==> config.mk <==
export PLATFORM = sky130hd
export DESIGN_NAME = qea_host_sequencer
export DESIGN_NICKNAME = d
export VERILOG_FILES = /design/src/rtl/qea_pkg.sv /design/src/rtl/qea_rd_capture.sv /design/src/rtl/qea_host_sequencer.sv
export SDC_FILE = /design/constraint.sdc
export NUM_CORES = 1
export LEC_CHECK = 0
export ABC_AREA = 0
export CAP_MARGIN = 5
export CORE_AREA = 2 2 390 392
export CTS_CLUSTER_DIAMETER = 50
export DETAILED_ROUTE_END_ITERATION = 12
export DIE_AREA = 0 0 392 394
export HOLD_SLACK_MARGIN = 0.06
export SETUP_SLACK_MARGIN = 0.15
export SLEW_MARGIN = 10
export SYNTH_ARGS = -nofsm -noshare
export SYNTH_HDL_FRONTEND = slang
export SYNTH_SLANG_ARGS = --single-unit
==> constraint.sdc <==
create_clock -name clk -period 3.1 [get_ports clk]
set_clock_uncertainty 0.2 [all_clocks]
set_input_delay 0.93 -clock clk [delete_from_list [all_inputs] [get_ports clk]]
set_output_delay 0.93 -clock clk [all_outputs]
set_load 0.01 [all_outputs]
==> src/rtl/qea_pkg.sv <==
// Shared definitions for the QEA host sequencer: FSM encoding, default
// geometry, fixed-point one and lane slicing helpers.
// Purely declarative; no logic, no latency, no backpressure.
package qea_pkg;

   localparam int QEA_PE_NUM            = 4;
   localparam int QEA_DATA_WIDTH        = 32;
   localparam int QEA_STATE_ADDR_WIDTH  = 16;
   localparam int QEA_CTX_ADDR_WIDTH    = 16;
   localparam int QEA_MAX_QBIT_WIDTH    = 6;
   localparam int QEA_NUM_FRAC_BIT      = 30;
   localparam int QEA_READ_LATENCY      = 1;

   typedef enum logic [3:0] {
      ST_IDLE,
      ST_LOAD_CTX,
      ST_LOAD_STATE,
      ST_START,
      ST_RUN,
      ST_RD_ADDR,
      ST_RD_WAIT,
      ST_RD_OUT,
      ST_DONE
   } seq_state_t;

   // Fixed-point 1.0 with the given number of fraction bits (caller truncates).
   function automatic logic [63:0] fx_one(input int frac_bits);
      return 64'd1 << frac_bits;
   endfunction

   // Bit offset of a lane inside a packed multi-lane state word.
   function automatic int lane_lsb(input int lane, input int lane_width);
      return lane * lane_width;
   endfunction

endpackage

==> src/rtl/qea_rd_capture.sv <==
// Readback capture: delays the read strobe by READ_LATENCY and holds the RAM word.
// Latency: captures READ_LATENCY cycles after issue; o_rd_valid the cycle after capture.
// Backpressure: word held stable with valid high until i_rd_ready; one word in flight.
//
// Ports: issue (read address on the RAM port this cycle), ram_dout (RAM data),
//        cap (RAM data is valid this cycle), rd_valid/rd_data/rd_ready (host stream).
module qea_rd_capture #(
   parameter int WIDTH        = 256,
   parameter int READ_LATENCY = 1
) (
   input  logic             clk,
   input  logic             rst,
   input  logic             issue,
   input  logic [WIDTH-1:0] ram_dout,
   output logic             cap,
   output logic             rd_valid,
   output logic [WIDTH-1:0] rd_data,
   input  logic             rd_ready
);

   logic [READ_LATENCY-1:0] pipe;

   assign cap = pipe[READ_LATENCY-1];

   always_ff @(posedge clk) begin
      if (rst) begin
         pipe     <= '0;
         rd_valid <= 1'b0;
         rd_data  <= '0;
      end else begin
         pipe[0] <= issue;
         for (int i = 1; i < READ_LATENCY; i++) begin
            pipe[i] <= pipe[i-1];
         end
         if (cap) begin
            rd_valid <= 1'b1;
            rd_data  <= ram_dout;
         end else if (rd_valid && rd_ready) begin
            rd_valid <= 1'b0;
         end
      end
   end

endmodule

==> src/rtl/qea_host_sequencer.sv <==
// Host sequencer for QEA: loads context + |0..0> state, starts, times, reads state back.
// Latency: ctx write 1 cycle after handshake; readback word READ_LATENCY+1 after address.
// Backpressure: o_ctx_ready high only while loading; readback stalls on i_rd_ready low.
//
// Ports: i_go/i_qbit_num/i_ins_num job request; i_ctx_* host context stream;
//        o_qea_* and i_qea_* connect to the QEA ctx/state/start/complete port set;
//        o_rd_* readback stream; o_busy, o_exec_cycles, o_done job status.
module qea_host_sequencer
   import qea_pkg::*;
#(
   parameter int PE_NUM                  = QEA_PE_NUM,
   parameter int DATA_WIDTH              = QEA_DATA_WIDTH,
   parameter int STATE_DATA_WIDTH        = DATA_WIDTH * 2,
   parameter int STATE_ADDR_WIDTH        = QEA_STATE_ADDR_WIDTH,
   parameter int GATE_CONTEXT_DATA_WIDTH = DATA_WIDTH * 2,
   parameter int GATE_CONTEXT_ADDR_WIDTH = QEA_CTX_ADDR_WIDTH,
   parameter int MAX_QBIT_WIDTH          = QEA_MAX_QBIT_WIDTH,
   parameter int NUM_FRAC_BIT            = QEA_NUM_FRAC_BIT,
   parameter int READ_LATENCY            = QEA_READ_LATENCY
) (
   input  logic                                  clk,
   input  logic                                  rst,
   input  logic                                  i_go,
   input  logic [MAX_QBIT_WIDTH-1:0]             i_qbit_num,
   input  logic [GATE_CONTEXT_ADDR_WIDTH-1:0]    i_ins_num,
   input  logic                                  i_ctx_valid,
   input  logic [GATE_CONTEXT_DATA_WIDTH-1:0]    i_ctx_data,
   output logic                                  o_ctx_ready,
   output logic                                  o_qea_start,
   output logic [MAX_QBIT_WIDTH-1:0]             o_qea_qbit_num,
   output logic                                  o_qea_ctx_en,
   output logic                                  o_qea_ctx_wea,
   output logic [GATE_CONTEXT_ADDR_WIDTH-1:0]    o_qea_ctx_addr,
   output logic [GATE_CONTEXT_DATA_WIDTH-1:0]    o_qea_ctx_data,
   output logic [PE_NUM-1:0]                     o_qea_state_ena,
   output logic [PE_NUM-1:0]                     o_qea_state_wea,
   output logic [STATE_ADDR_WIDTH-1:0]           o_qea_state_addr,
   output logic [PE_NUM*STATE_DATA_WIDTH-1:0]    o_qea_state_din,
   input  logic                                  i_qea_complete,
   input  logic [PE_NUM*STATE_DATA_WIDTH-1:0]    i_qea_state_dout,
   output logic                                  o_rd_valid,
   output logic [PE_NUM*STATE_DATA_WIDTH-1:0]    o_rd_data,
   input  logic                                  i_rd_ready,
   output logic                                  o_busy,
   output logic [31:0]                           o_exec_cycles,
   output logic                                  o_done
);

   localparam int SW = PE_NUM * STATE_DATA_WIDTH;
   localparam logic [DATA_WIDTH-1:0] ONE_RE  = DATA_WIDTH'(fx_one(NUM_FRAC_BIT));
   localparam int                    TOP_LSB = lane_lsb(PE_NUM - 1, STATE_DATA_WIDTH);
   // |0..0>: amplitude 1.0 + 0i in the top lane of address 0, zero elsewhere.
   localparam logic [SW-1:0] INIT_WORD =
      SW'({ONE_RE, {DATA_WIDTH{1'b0}}}) << TOP_LSB;
   localparam logic [GATE_CONTEXT_ADDR_WIDTH-1:0] CTX_INC = GATE_CONTEXT_ADDR_WIDTH'(1);
   localparam logic [STATE_ADDR_WIDTH-1:0]        ST_INC  = STATE_ADDR_WIDTH'(1);

   seq_state_t                         state;
   logic [GATE_CONTEXT_ADDR_WIDTH-1:0] ctx_cnt;
   logic [GATE_CONTEXT_ADDR_WIDTH-1:0] ins_last;
   logic [STATE_ADDR_WIDTH-1:0]        state_last;
   logic                               rd_issue;
   logic                               rd_cap;

   // The read address is on the QEA port for exactly the RD_ADDR cycle.
   assign rd_issue = (state == ST_RD_ADDR);

   qea_rd_capture #(
      .WIDTH        (SW),
      .READ_LATENCY (READ_LATENCY)
   ) u_rd_capture (
      .clk      (clk),
      .rst      (rst),
      .issue    (rd_issue),
      .ram_dout (i_qea_state_dout),
      .cap      (rd_cap),
      .rd_valid (o_rd_valid),
      .rd_data  (o_rd_data),
      .rd_ready (i_rd_ready)
   );

   always_ff @(posedge clk) begin
      if (rst) begin
         state            <= ST_IDLE;
         ctx_cnt          <= '0;
         ins_last         <= '0;
         state_last       <= '0;
         o_ctx_ready      <= 1'b0;
         o_qea_start      <= 1'b0;
         o_qea_qbit_num   <= '0;
         o_qea_ctx_en     <= 1'b0;
         o_qea_ctx_wea    <= 1'b0;
         o_qea_ctx_addr   <= '0;
         o_qea_ctx_data   <= '0;
         o_qea_state_ena  <= '0;
         o_qea_state_wea  <= '0;
         o_qea_state_addr <= '0;
         o_qea_state_din  <= '0;
         o_busy           <= 1'b0;
         o_exec_cycles    <= '0;
         o_done           <= 1'b0;
      end else begin
         // Single-cycle strobes default low.
         o_qea_ctx_en  <= 1'b0;
         o_qea_ctx_wea <= 1'b0;
         o_qea_start   <= 1'b0;
         o_done        <= 1'b0;

         case (state)
            ST_IDLE: begin
               if (i_go) begin
                  o_qea_qbit_num <= i_qbit_num;
                  ins_last       <= i_ins_num - CTX_INC;
                  // depth-1 = 2^(qbit-2)-1, i.e. a mask of the low qbit-2 bits.
                  state_last     <= ~({STATE_ADDR_WIDTH{1'b1}} << (i_qbit_num - MAX_QBIT_WIDTH'(2)));
                  ctx_cnt        <= '0;
                  o_busy         <= 1'b1;
                  o_ctx_ready    <= 1'b1;
                  state          <= ST_LOAD_CTX;
               end
            end

            ST_LOAD_CTX: begin
               if (i_ctx_valid) begin
                  o_qea_ctx_en   <= 1'b1;
                  o_qea_ctx_wea  <= 1'b1;
                  o_qea_ctx_addr <= ctx_cnt;
                  o_qea_ctx_data <= i_ctx_data;
                  ctx_cnt        <= ctx_cnt + CTX_INC;
                  if (ctx_cnt == ins_last) begin
                     // First state write overlaps the last context write.
                     o_ctx_ready      <= 1'b0;
                     o_qea_state_ena  <= '1;
                     o_qea_state_wea  <= '1;
                     o_qea_state_addr <= '0;
                     o_qea_state_din  <= INIT_WORD;
                     state            <= ST_LOAD_STATE;
                  end
               end
            end

            ST_LOAD_STATE: begin
               o_qea_state_din <= '0;
               if (o_qea_state_addr == state_last) begin
                  o_qea_state_ena <= '0;
                  o_qea_state_wea <= '0;
                  o_qea_start     <= 1'b1;
                  state           <= ST_START;
               end else begin
                  o_qea_state_addr <= o_qea_state_addr + ST_INC;
               end
            end

            ST_START: begin
               o_exec_cycles <= '0;
               state         <= ST_RUN;
            end

            ST_RUN: begin
               // Counting includes the completion cycle itself.
               if (o_exec_cycles != '1) begin
                  o_exec_cycles <= o_exec_cycles + 32'd1;
               end
               if (i_qea_complete) begin
                  o_qea_state_ena  <= '1;
                  o_qea_state_wea  <= '0;
                  o_qea_state_addr <= '0;
                  state            <= ST_RD_ADDR;
               end
            end

            ST_RD_ADDR: begin
               o_qea_state_ena <= '0;
               state           <= ST_RD_WAIT;
            end

            ST_RD_WAIT: begin
               if (rd_cap) begin
                  state <= ST_RD_OUT;
               end
            end

            ST_RD_OUT: begin
               if (o_rd_valid && i_rd_ready) begin
                  if (o_qea_state_addr == state_last) begin
                     o_done <= 1'b1;
                     o_busy <= 1'b0;
                     state  <= ST_DONE;
                  end else begin
                     o_qea_state_ena  <= '1;
                     o_qea_state_addr <= o_qea_state_addr + ST_INC;
                     state            <= ST_RD_ADDR;
                  end
               end
            end

            ST_DONE: begin
               state <= ST_IDLE;
            end

            default: begin
               state <= ST_IDLE;
            end
         endcase
      end
   end

endmodule

# After elaboration in Yosys (flattened, before gate mapping)
# Index checks and enable logic that the tools add are counted.
[word_totals]
input_bits = 348
elab_cells = 118
out_inout_bits = 661
reg_bits = 713
[classes]
bitwise_logic = 5
n_eq_ne = 20
muxes = 43
addsub = 5
n_shift = 1
reduce_logical = 24
[ops]
columns = ["op", "n"]
rows = [
  ["$mux W256", 2],
  ["$pmux W256 S2", 1],
  ["$mux W16", 7],
  ["$pmux W16 S4", 1],
  ["$pmux W32 S2", 1],
  ["$mux W4", 15],
  ["$add A16 B1 Y16 const B", 2],
  ["$add A32 B1 Y32 const B", 1],
  ["$eq A16 B16 Y1", 2],
  ["$mux W32", 1],
  ["$ne A32 B32 Y1 const B", 1],
  ["$pmux W16 S2", 1],
  ["$pmux W4 S8", 1],
  ["$pmux W4 S5", 1],
  ["$ne A2 B2 Y1 const B", 9],
  ["$eq A4 B3 Y1 const B", 4],
  ["$not A16 Y16", 1],
  ["$shl A16 B6 Y16 const A", 1],
  ["$sub A16 B1 Y16 const B", 1],
  ["$reduce_and A7 Y1", 2],
  ["$pmux W4 S3", 1],
  ["$reduce_and A5 Y1", 2],
  ["$reduce_bool A2 Y1", 5],
  ["$mux W1", 9],
  ["other kinds (16)", 26],
]

# Logic depth before layout (Yosys ltp)
[logic_depth]
ltp_word = 4
depth_mapped = 10
depth_no_buf = 8

# By module
# A second synthesis with hierarchy kept.
[hier_totals]
cells_unflattened = 2151
area_unflattened_um2 = 19807.7
[by_module_without_submodules]
columns = ["mod", "n_inst", "seq_area_each_um2", "cells_per_inst", "area_each_um2"]
rows = [
  ["qea_host_sequencer", 1, 3883.7, 1319, 10550.1],
  ["qea_rd_capture", 1, 5165.0, 832, 9257.6],
]

# Least setup slack after synthesis
# Ideal clock, no wire load.
[synth_path]
kind = "input -> register"
start = "in i_qbit_num[1]"
end = "reg state_last[2]"
path_slack_ns = 0.105
cell_stages = 9
t_arrival_ns = 2.677
required_ns = 2.781
setup_ns = 0.119
path_buffers = 2
path_cell_list = "clkbuf_1 -> inv_1 -> ha_1 -> nor3b_1 -> xnor2_1 -> and2_0 -> clkbuf_1 -> o21ai_0 -> o221a_2"
[synth_between]
elab_chain_len = 3
[synth_lines]
columns = ["element", "line_no", "text"]
rows = [
  ["start, declared", "qea_host_sequencer.sv:24", "input logic [MAX_QBIT_WIDTH-1:0] i_qbit_num,"],
  ["$sub A6 B2 Y6", "qea_host_sequencer.sv:115", "state_last <= ~({STATE_ADDR_WIDTH{1'b1}} << (i_qbit_num - MAX_QBIT_WIDTH'(2)));"],
  ["$shl A16 B6 Y16", "qea_host_sequencer.sv:115", ""],
  ["$not A16 Y16", "qea_host_sequencer.sv:115", ""],
  ["end signal, assigned", "qea_host_sequencer.sv:115", ""],
  ["end, declared", "qea_host_sequencer.sv:61", "logic [STATE_ADDR_WIDTH-1:0] state_last;"],
]
# Every way passes these cells.
# A chain may end at the register's enable or synchronous reset.

# Final worst setup path
[layout_path]
start = "reg u_rd_capture.rd_data[97]"
end = "out o_rd_data[97]"
[layout_lines]
columns = ["element", "line_no", "text"]
rows = [
  ["start, declared", "qea_rd_capture.sv:17", "output logic [WIDTH-1:0] rd_data,"],
  ["start signal, assigned", "qea_rd_capture.sv:37", "rd_data <= ram_dout;"],
  ["end, declared", "qea_host_sequencer.sv:42", "output logic [PE_NUM*STATE_DATA_WIDTH-1:0] o_rd_data,"],
]
# No word-level cell between the ends.

==> out/qor.txt <==
hold crit path type: reg -> reg
IO Port Bufs: 753
top routing layer used: met5
mux contribution to synthesized area: 13.4%
RD Place Congestion: 0.827
reg2reg start: state[3]
worst hold start: o_qea_ctx_data[4]
Initial DRT Pass Iterations: 5
Layout area overhead: 61.7%
row cnt: 143
Mapped Area: 19500 sq um
CP max-delay cell: clkdlybuf4s50_1
layout cells sized above 1: 8.50%
WHS: 0.250 ns
Worst Setup End Kind: output port
fin area: 31500 sq um
final worst-path cycle share: 94.6%
drt wl/cell: 18.8 microns
First DRT Iteration DRCs: 872
placed instance count: 4851
met1 WL: 35.7 mm
Yosys reg bits: 452
startpoint types: register
RSZ-0062 raised after global routing: no
Mapped Cells: 2139
nets: 3256
vias in the first global route: 16300
vias post-DR: 17200
crit path DAT: 1.80 ns
core box area: 151000 sq um
initial antenna violation count: 56
worst-path fanout max: 2
largest family of logic cells by synthesized area: simple AND/OR/NAND/NOR gates
reg-to-reg endpoint: ctx_cnt[5]
ANT nets after route: 0
predominant post-synthesis flop cell: dfxtp_1
cell area power density: 587 nW/um^2
Post-synth EDFFs: 0
largest net degree at the start of global routing: 81
Layout Cells excl Fill: 4999
Hold Path Depth: 2
I/O pin count: 1009
YS warnings: 0
final wirelength: 93.9 mm
DR WL met2: 42.1 mm
WS Path Type: reg -> out
CP top delay family: buffers and inverters
adder-cell share of the synthesized area: 0.321%
post-DR vias/cell: 3.44
Compound-Gate Fraction of Synth Area: 7.17%
Placed Instance Area: 28700 sq um
chip height: 394 microns
asr flop ratio synth: 0%
WL met3: 12.6 mm
R2R Setup Slk: 0.33 ns
average size of a mapped cell: 9.10 sq um
Crit path largest cell delay: 0.80 ns
die area: 154000 sq um
final hold viol count: 0
CP startpoint: u_rd_capture.rd_data[97]
clk sink count: 452
hold path endpoint: o_qea_ctx_data[4]
Max transition margin: 7.95%
DRC viols: 0
Initial Util: 12.9%
worst path bufs/invs: 1
WP data required: 1.97 ns
die width: 392 microns
sequential area share after synthesis: 46.5%
CTS tree: built
HPWL after DPL: 76.4 mm
status: finished, final reports clean
Final Max Slew Viols: 0
Final Critical Period: 2.93 ns
Setup TNS: 0 ns
Setup violations, final: 0
Clock Tree Root: clkbuf_16
xor/xnor cell area share of the yosys netlist: 3.69%
Worst-path clk slew: 0.05 ns
Simple-Gate Fraction of Synth Area: 16.1%
CTS Buf Count: 80
Global Route Usage Sum: 11.7%
leakage: 11.1 nW
Yosys cell types: 66
worst reg2reg path depth: 6
max-cap check violation count: 0
Clock Path Buffers: 3
worst-path cell chain: clkdlybuf4s50_1
global-route wire length before repair: 127 mm
Slew @ Worst Pin: 1.38 ns
total gr overflow: 0
H-tree Lvls: 3
clock latency at the later pin of the worst-skew pair: 0.67 ns
Fmax: 341 MHz
VDD IR max: 0.409 mV
stages on the worst setup path: 1
timing repair:
item                                    4_1_cts  5_1_grt
hold buffers                                  0        0
endpoints found under the setup margin       75        2
resized for setup                            70        2
buffers inserted                              0        0
stage by stage:
stage                     power (mW)  utilization [%]  setup slack (ns)
final                           18.5             20.9             0.169
after global routing            19.4             20.9             0.152
after CTS                       18.8             20.9             0.151
after detailed placement        9.52             19.1            -0.348
after global placement          9.47             19.1            -0.386
after floorplan                 8.20                -             0.193
registers in the layout (all words and copies together) (netlist names), 4 cells and up:
register / flops
ctx_cnt: 16
o_qea_ctx_data: 64
o_qea_ctx_addr: 16
ins_last: 16
o_qea_state_addr: 16
state: 4
state_last: 16
u_rd_capture.rd_data: 256
o_exec_cycles: 32
o_qea_qbit_num: 6
layer usage:
layer / GRT usage, % / up-vias
li1: - / 8232
met1: 12.8 / 8000
met2: 18.2 / 703
met3: 7.05 / 192
met4: 4.57 / 82
met5: 0 / -
report_power, final:
part           internal, mW  switching (mW)
Sequential             6.10           0.251
Clock                  5.53            3.56
Combinational          1.39            1.65
final cells by class:
class                      count  area, sq um
antenna                        4         10.0
multi-input combinational   1540         8880
clock buffer                 101         2220
inverter                      14         52.6
tap                         2030         2540
timing repair buffer         815         8130
clock inverter                43          578
fill                       16600       119000
sequential                   452         9070
cell families (layout without fill, tap and decap cells):
family / count (synthesis) / in the layout
flops: 452 / 452
buf+inv: 401 / 973
other cells: 1 / 259
simple gates: 714 / 714
xor+xnor: 82 / 82
mux: 260 / 260
compound gates: 224 / 224
fa+ha+maj: 5 / 5
layout by cell type (no fill, tap or decap), drive strengths merged, types with 33 or more instances in the layout:
cell type      instances
dfxtp                452
clkdlybuf4s50        687
nand2                220
a21oi                117
buf                   70
clkbuf               101
conb                 255
nor3                  33
xnor2                 68
mux2i                259
dlygate4sd2           56
nor2                 336
synth_stat cells, drive strengths merged, types with 3 or more instances:
master  number  share of area, %
nand2      220               4.2
nor2b        4              0.13
or3         16              0.59
xnor2       68               3.1
a41oi        6              0.27
inv         14              0.27
nor3b        5              0.19
nor3        33              0.87
buf        308                11
a31oi       10              0.32
a21o         3              0.12
and4         6              0.27
o21ai       32              0.82
and2         7              0.22
a21oi      117               3.0
and3        10              0.32
o221a        7              0.40
nand3       29              0.75
a211oi      11              0.45
or4          3              0.12
xor2        14              0.63
mux2i      259                13
nand2b       9              0.30
clkbuf      79               1.5
a311oi      13              0.58
dfxtp      452                46
o31ai        4              0.15
nor2       336               6.5
ha           5              0.32
nand4       18              0.58
nor4b        4              0.29
nor4        11              0.56
o311ai       3              0.13
worst max path at each step:
stage	to	slack (ns)
floorplan	state_last[2]	0.19
finish	o_rd_data[97]	0.17
CTS	o_rd_data[97]	0.15
detailed placement	ins_last[11]	-0.35
global route	o_rd_data[92]	0.15
global placement	ins_last[14]	-0.39
Note: power is estimated with default switching activity, not from simulation.
